<file path="src/rtl/regfile_mp.sv">
// -----------------------------------------------------------------------------
// regfile_mp -- multi-port integer register file for the AKARIN RISC-V core.
//
// NRD registered read ports and NWR write ports over NREG registers of XLEN
// bits. Register x0 is hardwired to zero and is never written. After reset a
// clearing sequencer zeroes x1..x(NREG-1), one register per cycle. Reads and
// writes are accepted only once ready_o is high.
//
// Optional feature (compile-time macro REGFILE_BYPASS_EN):
//   defined   - a read of a register written at the same edge returns the
//               write data; the highest-index matching write port wins.
//   undefined - reads return the contents before the edge (read-before-write).
//
// Ports:
//   clk       clock, all state on the rising edge
//   rst       asynchronous active-high reset
//   rdEn_i    [NRD]       per-port read enable
//   rdAddr_i  [NRD*AW]    read address, port k at [k*AW +: AW]
//   rdData_o  [NRD*XLEN]  registered read data, port k at [k*XLEN +: XLEN]
//   wrEn_i    [NWR]       per-port write enable
//   wrAddr_i  [NWR*AW]    write address, port k at [k*AW +: AW]
//   wrData_i  [NWR*XLEN]  write data, port k at [k*XLEN +: XLEN]
//   ready_o               high once clearing has completed
// -----------------------------------------------------------------------------
module regfile_mp #(
    parameter int XLEN = 32,
    parameter int NREG = 32,
    parameter int NRD  = 2,
    parameter int NWR  = 1,
    localparam int AW  = $clog2(NREG)
) (
    input  logic                clk,
    input  logic                rst,
    input  logic [NRD-1:0]      rdEn_i,
    input  logic [NRD*AW-1:0]   rdAddr_i,
    output logic [NRD*XLEN-1:0] rdData_o,
    input  logic [NWR-1:0]      wrEn_i,
    input  logic [NWR*AW-1:0]   wrAddr_i,
    input  logic [NWR*XLEN-1:0] wrData_i,
    output logic                ready_o
);

    typedef enum logic {
        CLEAR = 1'b0,
        RUN   = 1'b1
    } state_t;

    localparam logic [AW-1:0] LAST_IDX = AW'(NREG - 1);

    state_t          state_q, state_d;
    logic [AW-1:0]   clr_idx_q, clr_idx_d;
    logic            clr_we;
    logic            run;

    // Entry 0 exists only to keep indexing simple; it is never written and
    // never returned, because address 0 is decoded to a constant zero.
    logic [XLEN-1:0] rf [NREG];

    logic [XLEN-1:0] rd_next [NRD];
    logic [NRD*XLEN-1:0] rd_data_p1;

    // ---------------------------------------------------------------------
    // Control: clearing sequencer
    // ---------------------------------------------------------------------
    always_ff @(posedge clk or posedge rst) begin
        if (rst) begin
            state_q   <= CLEAR;
            clr_idx_q <= AW'(1);
        end else begin
            state_q   <= state_d;
            clr_idx_q <= clr_idx_d;
        end
    end

    always_comb begin
        state_d   = state_q;
        clr_idx_d = clr_idx_q;
        clr_we    = 1'b0;
        case (state_q)
            CLEAR: begin
                clr_we = 1'b1;
                if (clr_idx_q == LAST_IDX) begin
                    state_d = RUN;
                end else begin
                    clr_idx_d = clr_idx_q + AW'(1);
                end
            end
            RUN: begin
                state_d = RUN;
            end
            default: begin
                state_d = CLEAR;
            end
        endcase
    end

    assign run     = (state_q == RUN);
    assign ready_o = run;

    // ---------------------------------------------------------------------
    // Storage: clearing writes, then port writes (later ports override)
    // ---------------------------------------------------------------------
    always_ff @(posedge clk) begin
        if (clr_we) begin
            rf[clr_idx_q] <= '0;
        end else if (run) begin
            for (int w = 0; w < NWR; w++) begin
                if (wrEn_i[w] && (wrAddr_i[w*AW +: AW] != '0)) begin
                    rf[wrAddr_i[w*AW +: AW]] <= wrData_i[w*XLEN +: XLEN];
                end
            end
        end
    end

    // ---------------------------------------------------------------------
    // Read select (stage 0): array lookup, optional same-edge forwarding
    // ---------------------------------------------------------------------
    always_comb begin
        for (int k = 0; k < NRD; k++) begin
            rd_next[k] = '0;
            if (rdAddr_i[k*AW +: AW] != '0) begin
                rd_next[k] = rf[rdAddr_i[k*AW +: AW]];
`ifdef REGFILE_BYPASS_EN
                // Ascending scan so the highest-index matching writer wins,
                // matching the storage priority.
                for (int w = 0; w < NWR; w++) begin
                    if (wrEn_i[w] && (wrAddr_i[w*AW +: AW] == rdAddr_i[k*AW +: AW])) begin
                        rd_next[k] = wrData_i[w*XLEN +: XLEN];
                    end
                end
`endif
            end
        end
    end

    // ---------------------------------------------------------------------
    // Read register (stage 1): holds its value while the port is idle
    // ---------------------------------------------------------------------
    always_ff @(posedge clk or posedge rst) begin
        if (rst) begin
            rd_data_p1 <= '0;
        end else if (run) begin
            for (int k = 0; k < NRD; k++) begin
                if (rdEn_i[k]) begin
                    rd_data_p1[k*XLEN +: XLEN] <= rd_next[k];
                end
            end
        end
    end

    assign rdData_o = rd_data_p1;

endmodule
</file>
<file path="config.mk">
export PLATFORM = sky130hd
export DESIGN_NAME = regfile_mp
export DESIGN_NICKNAME = d
export VERILOG_FILES = /design/src/rtl/regfile_mp.sv
export SDC_FILE = /design/constraint.sdc
export NUM_CORES = 1
export LEC_CHECK = 0
export CORE_MARGIN = 1
export CORE_UTILIZATION = 32
export DETAILED_ROUTE_END_ITERATION = 10
export GPL_TIMING_DRIVEN = 0
export REMOVE_ABC_BUFFERS = 1
export SYNTH_ARGS = -nofsm -noshare
export SYNTH_HDL_FRONTEND = slang
export SYNTH_SLANG_ARGS = --single-unit
</file>
<file path="constraint.sdc">
create_clock -name clk -period 4.9 [get_ports clk]
set_clock_uncertainty 0.05 [all_clocks]
set_input_delay 1.47 -clock clk [delete_from_list [all_inputs] [get_ports clk]]
set_output_delay 1.47 -clock clk [all_outputs]
set_load 0.01 [all_outputs]
</file>
==> results of run 1 <==
kinds of logic after synthesis:
kind of cell | after synthesis
compound gates | 376
fa+ha+maj | 2
buf+inv | 216
xor+xnor | 3
flops | 1094
simple gates | 262
mux | 725
worst paths after layout:
| path | start | to | slack, ps | cells past startpoint |
|---|---|---|---|---|
| max | wrAddr_i[3] | rf[23][8]$_DFFE_PP_ | 200 | 8 |
| min | rdData_o[0]$_DFFE_PP0P_ | rdData_o[0]$_DFFE_PP0P_ | 430 | 2 |
| max reg2reg | ready_o$_DFF_PP0_ | rf[23][8]$_DFFE_PP_ | 920 | 6 |
| min reg2reg | rdData_o[0]$_DFFE_PP0P_ | rdData_o[0]$_DFFE_PP0P_ | 430 | 2 |
| max in group asynchronous | rst | rdData_o[35]$_DFFE_PP0P_ | 2820 | 4 |
| min in group asynchronous | rst | rdData_o[28]$_DFFE_PP0P_ | 1130 | 2 |
layer usage:
layer	up-vias	global-route usage	wire length, µm
met2	1334	0.2893	69390
met4	2	0.05486	4181
met1	15430	0.2635	63530
li1	11650	-	-
met5	-	0	10
met3	228	0.03279	12190
registers in the layout, summed over array words and instances, names as in the netlist:
signal,flops
rdData_o,64
rf,1024
clr_idx_q,5
ready_o,1
cell usage in the layout (no fill, tap or decap), types with 48 or more instances in the layout:
cell type / n
mux2_2: 82
mux4_2: 418
clkbuf_16: 117
dfrtp_1: 69
a21oi_1: 65
a22oi_1: 94
o22ai_1: 62
nand2_1: 69
nor2b_1: 51
mux2i_1: 225
edfxtp_1: 1024
a211oi_1: 48
clkdlybuf4s50_1: 108
power by group through the flow:
stage                     Combinational (W)  Clock [W]  Sequential, W
final                               0.00175    0.00877         0.0104
after CTS                           0.00178    0.00889         0.0104
after global routing                0.00186    0.00922         0.0104
after floorplan                    0.000784          0         0.0106
after detailed placement            0.00177          0         0.0106
after global placement              0.00241          0         0.0106
metrics by stage:
step | cells | TNS, ps
floorplan | 2467 | -124240
global placement | 4641 | -4910640
detailed placement | 4755 | -89320
CTS | 4970 | 0
global route | 4971 | 0
finish | 4971 | 0
worst min-delay path, cell delays in order, from the launching register on:
cell	delay, ps
dfrtp_1	340
nand2_1	70
o41ai_2	50
final cells by class:
class | count | area (µm²)
clock buffer | 150 | 3152
inverter | 5 | 21.27
sequential | 1094 | 32500
fill | 14170 | 97130
clock inverter | 65 | 645.6
timing repair buffer | 231 | 3460
tap | 2058 | 2575
multi-input combinational | 1368 | 17260
==> flow_summary.json, run 1 <==
{
  "seq_power_share": 0.498,
  "final_area_um2": 59620,
  "timing.hold.ws_ps": 430.4,
  "slew-limit-headroom": 0.07100,
  "synth_seq_cells": 1094,
  "outcome": "finished, final reports clean",
  "cts_hold_buf": 0,
  "syn_inst": 2678,
  "synth_top_area_frac": 0.6067,
  "grt_pass1_vias": 29010,
  "peakVddDrop_mv": 0.2697,
  "tightestPinTransition_ps": 1390,
  "grt_usage": 0.1851,
  "synth_compound_area_frac": 0.05807,
  "gr-total-overflow": 0,
  "htreeDepth": 3,
  "grt_setup_unrepaired": "false",
  "p_switching_w": 0.004762,
  "max_cap_violations": 0,
  "post-route-min-period_ps": 4697,
  "clock-sinks": 1094,
  "drive_above_1_share": 0.3028,
  "antenna_left": 0,
  "rows": 145,
  "comb_power_share": 0.084,
  "hold_viol": 0,
  "crit_type": "input port to flip-flop",
  "dp_hpwl_um": 96230,
  "final_nets": 2869,
  "slowest_delay_ps": 760,
  "synth-edff-count": 1024,
  "path_delay_family": "simple AND/OR/NAND/NOR gates",
  "viasPerCell": 5.761,
  "drv_slew": 0,
  "clk_pin_slew_ps": 60,
  "initial_core_util": 0.3233,
  "ys_warn_count": 0,
  "antenna_found_initial": 3,
  "synth_mux_area_frac": 0.2484,
  "grt_max_degree": 92,
  "finalCritPeriodShare": 0.9585,
  "coreArea_um2": 156800,
  "final_util": 0.3803,
  "portBuffers": 116,
  "min_path_type": "flip-flop to flip-flop",
  "critPathLaunchType": "input port",
  "synth-simple-area-share": 0.02686,
  "clkPwrFrac": 0.419,
  "ys_async_sr_fraction": 0.06399,
  "crit_required_ps": 5240,
  "clkLatencyLatePin_ps": 700,
  "synthXorXnorAreaFrac": 0.0005185,
  "setup_viol": 0,
  "fmax_mhz": 212.9,
  "place_ws_ps": -492.9,
  "avgSynthCellArea_um2": 18.92,
  "cp_common_cell": "buf_6",
  "fin_ws_ps": 203.4,
  "clk_path_buf_depth": 3,
  "placed_area_um2": 55800,
  "cts.repair.resized": 0,
  "die_area_um2": 160000,
  "cp_num_buf_inv": 4,
  "cts_made_buffers": 115,
  "syn_area_um2": 50680,
  "cts_root_buf": "clkbuf_16",
  "syn2layout_area_growth_pct": 17.64,
  "synth_top_family_by_area": "multiplexers",
  "vias": 28640,
  "drt_wl_total_um": 149300,
  "post-cts-setup-buffers": 0,
  "endpoint_kind": "flip-flop",
  "p_sw_frac": 0.2274,
  "synth_area_leaders": "edfxtp_1, mux4_2, mux2i_1",
  "synth_cell_types": 51,
  "synth.most_common_cell": "edfxtp_1",
  "p_int_w": 0.01618,
  "die_x_um": 400.0,
  "wire_per_inst_um": 30.03,
  "fp.dieH_um": 400.0,
  "antenna_cells": 0,
  "synthTopCellsByCount": "edfxtp_1, mux4_2, mux2i_1",
  "num_io_pins": 117,
  "p_leak_nw": 20.74,
  "drc": 0,
  "dr.pass1.iters": 6,
  "yosysTopAreaCell": "edfxtp_1",
  "cp_slowest_cell": "nor3_2",
  "cts_tree": "yes",
  "synth-adder-area-share": 0.0004938,
  "ys.flop_type": "edfxtp_1",
  "ys_seq_area_frac": 0.6413,
  "drt-initial-drc-count": 3246,
  "power_density_nw_per_um2": 351.3,
  "cp_cell_sequence": "clkdlybuf4s50_1, or3_1, o311a_4, o21a_1, nor3_2, buf_6, buf_8, buf_6",
  "cp_data_arrival_time_ps": 5040,
  "finalWeightedCongestion": 0.7404,
  "grt_pass1_wl_um": 211700,
  "worstPathMaxFanout": 42,
  "totalPowerFinal_w": 0.02094
}
No activity file was read; power rests on OpenSTA's default activity.
==> run 2, diff against run 1 <==
--- a/config.mk
+++ b/config.mk
@@ -5,8 +5,10 @@
 export SDC_FILE = /design/constraint.sdc
 export NUM_CORES = 1
 export LEC_CHECK = 0
+export ABC_CLOCK_PERIOD_IN_PS = 4900
 export CORE_MARGIN = 1
 export CORE_UTILIZATION = 32
+export CTS_CLUSTER_DIAMETER = 120
 export DETAILED_ROUTE_END_ITERATION = 10
 export GPL_TIMING_DRIVEN = 0
 export REMOVE_ABC_BUFFERS = 1
==> results of run 2 <==
Final layout, timing and power as in run 1 (identical DEF).
==> run 3, diff against run 2 <==
--- a/config.mk
+++ b/config.mk
@@ -11,6 +11,8 @@
 export CTS_CLUSTER_DIAMETER = 120
 export DETAILED_ROUTE_END_ITERATION = 10
 export GPL_TIMING_DRIVEN = 0
+export HOLD_SLACK_MARGIN = 0.08
+export RECOVER_POWER = 50
 export REMOVE_ABC_BUFFERS = 1
 export SYNTH_ARGS = -nofsm -noshare
 export SYNTH_HDL_FRONTEND = slang
==> flow_summary.json, run 3 (synthesis gave the netlist of run 1 again) <==
{
  "max_cap_violations": 3,
  "clock-sinks": 1094,
  "antenna_left": 0,
  "die_x_um": 400.0,
  "instances_no_fill": 4971,
  "crit_required_ps": 5240,
  "fmax_mhz": 209.3,
  "placedCellCount": 4755,
  "hold_viol": 0,
  "critPathLaunchType": "input port",
  "grt_pass1_wl_um": 211700,
  "fp.dieH_um": 400.0,
  "r2r-start": "ready_o$_DFF_PP0_",
  "drive_above_1_share": 0.3000,
  "clk_pin_slew_ps": 60,
  "portBuffers": 116,
  "htreeDepth": 3,
  "rrSetupSlack_ps": 960,
  "cts_made_buffers": 115,
  "drt_wl_total_um": 149000,
  "cts_hold_buf": 0,
  "grt_usage": 0.1851,
  "r2r-end": "rf[2][8]$_DFFE_PP_",
  "num_io_pins": 117,
  "reg2reg_depth": 4,
  "final_common_cell": "edfxtp_1",
  "cp_data_arrival_time_ps": 5120,
  "viasPerCell": 5.786,
  "fillers": 14190,
  "crit_type": "input port to flip-flop",
  "syn2layout_area_growth_pct": 17.41,
  "peakVddDrop_mv": 0.2710,
  "tightestPinTransition_ps": 2417,
  "min_path_type": "flip-flop to flip-flop",
  "cts.repair.resized": 0,
  "antenna_found_initial": 6,
  "hold_path_end": "rdData_o[0]$_DFFE_PP0P_",
  "violations": "capacitance limit, slew limit",
  "rows": 145,
  "cts_root_buf": "clkbuf_16",
  "endpoint_kind": "flip-flop",
  "p_leak_nw": 20.74,
  "antenna_cells": 0,
  "wire_per_inst_um": 29.98,
  "initial_core_util": 0.3233,
  "dr.pass1.iters": 5,
  "gr-total-overflow": 0,
  "finalWeightedCongestion": 0.7404,
  "outcome": "finished, violations left",
  "fin_ws_ps": 122.2,
  "place_ws_ps": -492.9,
  "vias": 28760,
  "final_nets": 2869,
  "grt_setup_unrepaired": "false",
  "grt_pass1_vias": 29010,
  "grt_max_degree": 92,
  "slew-limit-headroom": -0.6111,
  "setup_viol": 0,
  "post-cts-setup-buffers": 0,
  "largest_reg_flops": 1024,
  "finalCritPeriodShare": 0.9751,
  "regArea_um2": 32500,
  "power_density_nw_per_um2": 351.5,
  "clkLatencyLatePin_ps": 700,
  "max_flop_register": "rf",
  "coreArea_um2": 156800,
  "drc": 0,
  "dp_hpwl_um": 96230,
  "drv_slew": 79,
  "post-route-min-period_ps": 4778,
  "multi_input_area_um2": 17210,
  "clk_path_buf_depth": 3,
  "cts_tree": "yes",
  "min_path_cells": 2,
  "layout_common_cells": "edfxtp_1, mux4_2, mux2i_1",
  "die_area_um2": 160000,
  "worstHoldStart": "rdData_o[0]$_DFFE_PP0P_",
  "worstPathMaxFanout": 42,
  "drt-initial-drc-count": 3205
}
==> run 3: cell types whose count changed in the layout (fill, tap and decap cells not counted), sizes merged <==
cell and change:
dlygate4sd3 +68, inv -1, clkbuf +4, buf -4
clkinvlp +1, clkdlybuf4s50 -68
==> run 3: per-layer routing <==
metal | track usage | up-vias | wire [µm]
met1 | 0.2635 | 15440 | 62840
met2 | 0.2893 | 1427 | 69230
met3 | 0.03279 | 233 | 12630
met4 | 0.05486 | 2 | 4333
li1 | - | 11660 | -
met5 | 0 | - | 13
==> run 3: worst max-delay path by stage <==
stage,start,endpoint,slack (ps),depth (start not counted)
floorplan,wrAddr_i[3],rf[19][0]$_DFFE_PP_,-540,4
global placement,rdAddr_i[0],rdData_o[25]$_DFFE_PP0P_,-19770,4
detailed placement,wrAddr_i[3],rf[23][7]$_DFFE_PP_,-490,8
CTS,wrAddr_i[3],rf[23][8]$_DFFE_PP_,260,8
global route,wrAddr_i[4],rf[23][8]$_DFFE_PP_,80,8
finish,wrAddr_i[4],rf[23][8]$_DFFE_PP_,120,8
==> run 3: through the flow <==
step | utilization | hold slack [ps] | cell area [µm²] | setup TNS [ps] | total power, W
final | 0.3796 | 421.5 | 59500 | 0 | 0.02091
after global routing | 0.3796 | 448.4 | 59500 | 0 | 0.02148
after CTS | 0.3802 | 430.5 | 59600 | 0 | 0.02109
after detailed placement | 0.3560 | 412.7 | 55800 | -89320 | 0.01239
after global placement | 0.3394 | 413.4 | 53200 | -4910640 | 0.01304
after floorplan | - | 466.8 | 49470 | -124240 | 0.01138
==> run 3: layout make-up <==
type,count,share of cell area
flip-flops and latches,1094,0.5462
multi-input cells,1368,0.2893
repair buffers,231,0.05707
clock buffers,150,0.05297
well taps,2058,0.04327
clock inverters,65,0.01085
inverters,5,0.0003364
==> run 3: worst max-delay path, stage by stage <==
cell and delay [ps]:
dlygate4sd3_1 650, or3_1 420, o311a_4 640, o21a_1 480, nor3_2 790, buf_6 280, buf_8 180, buf_6 180
==> run 3: power by group <==
group | internal [W] | switching, W
combinational | 0.000718 | 0.00100
sequential | 0.0103 | 0.0000874
clock | 0.00510 | 0.00367
total | 0.0162 | 0.00476
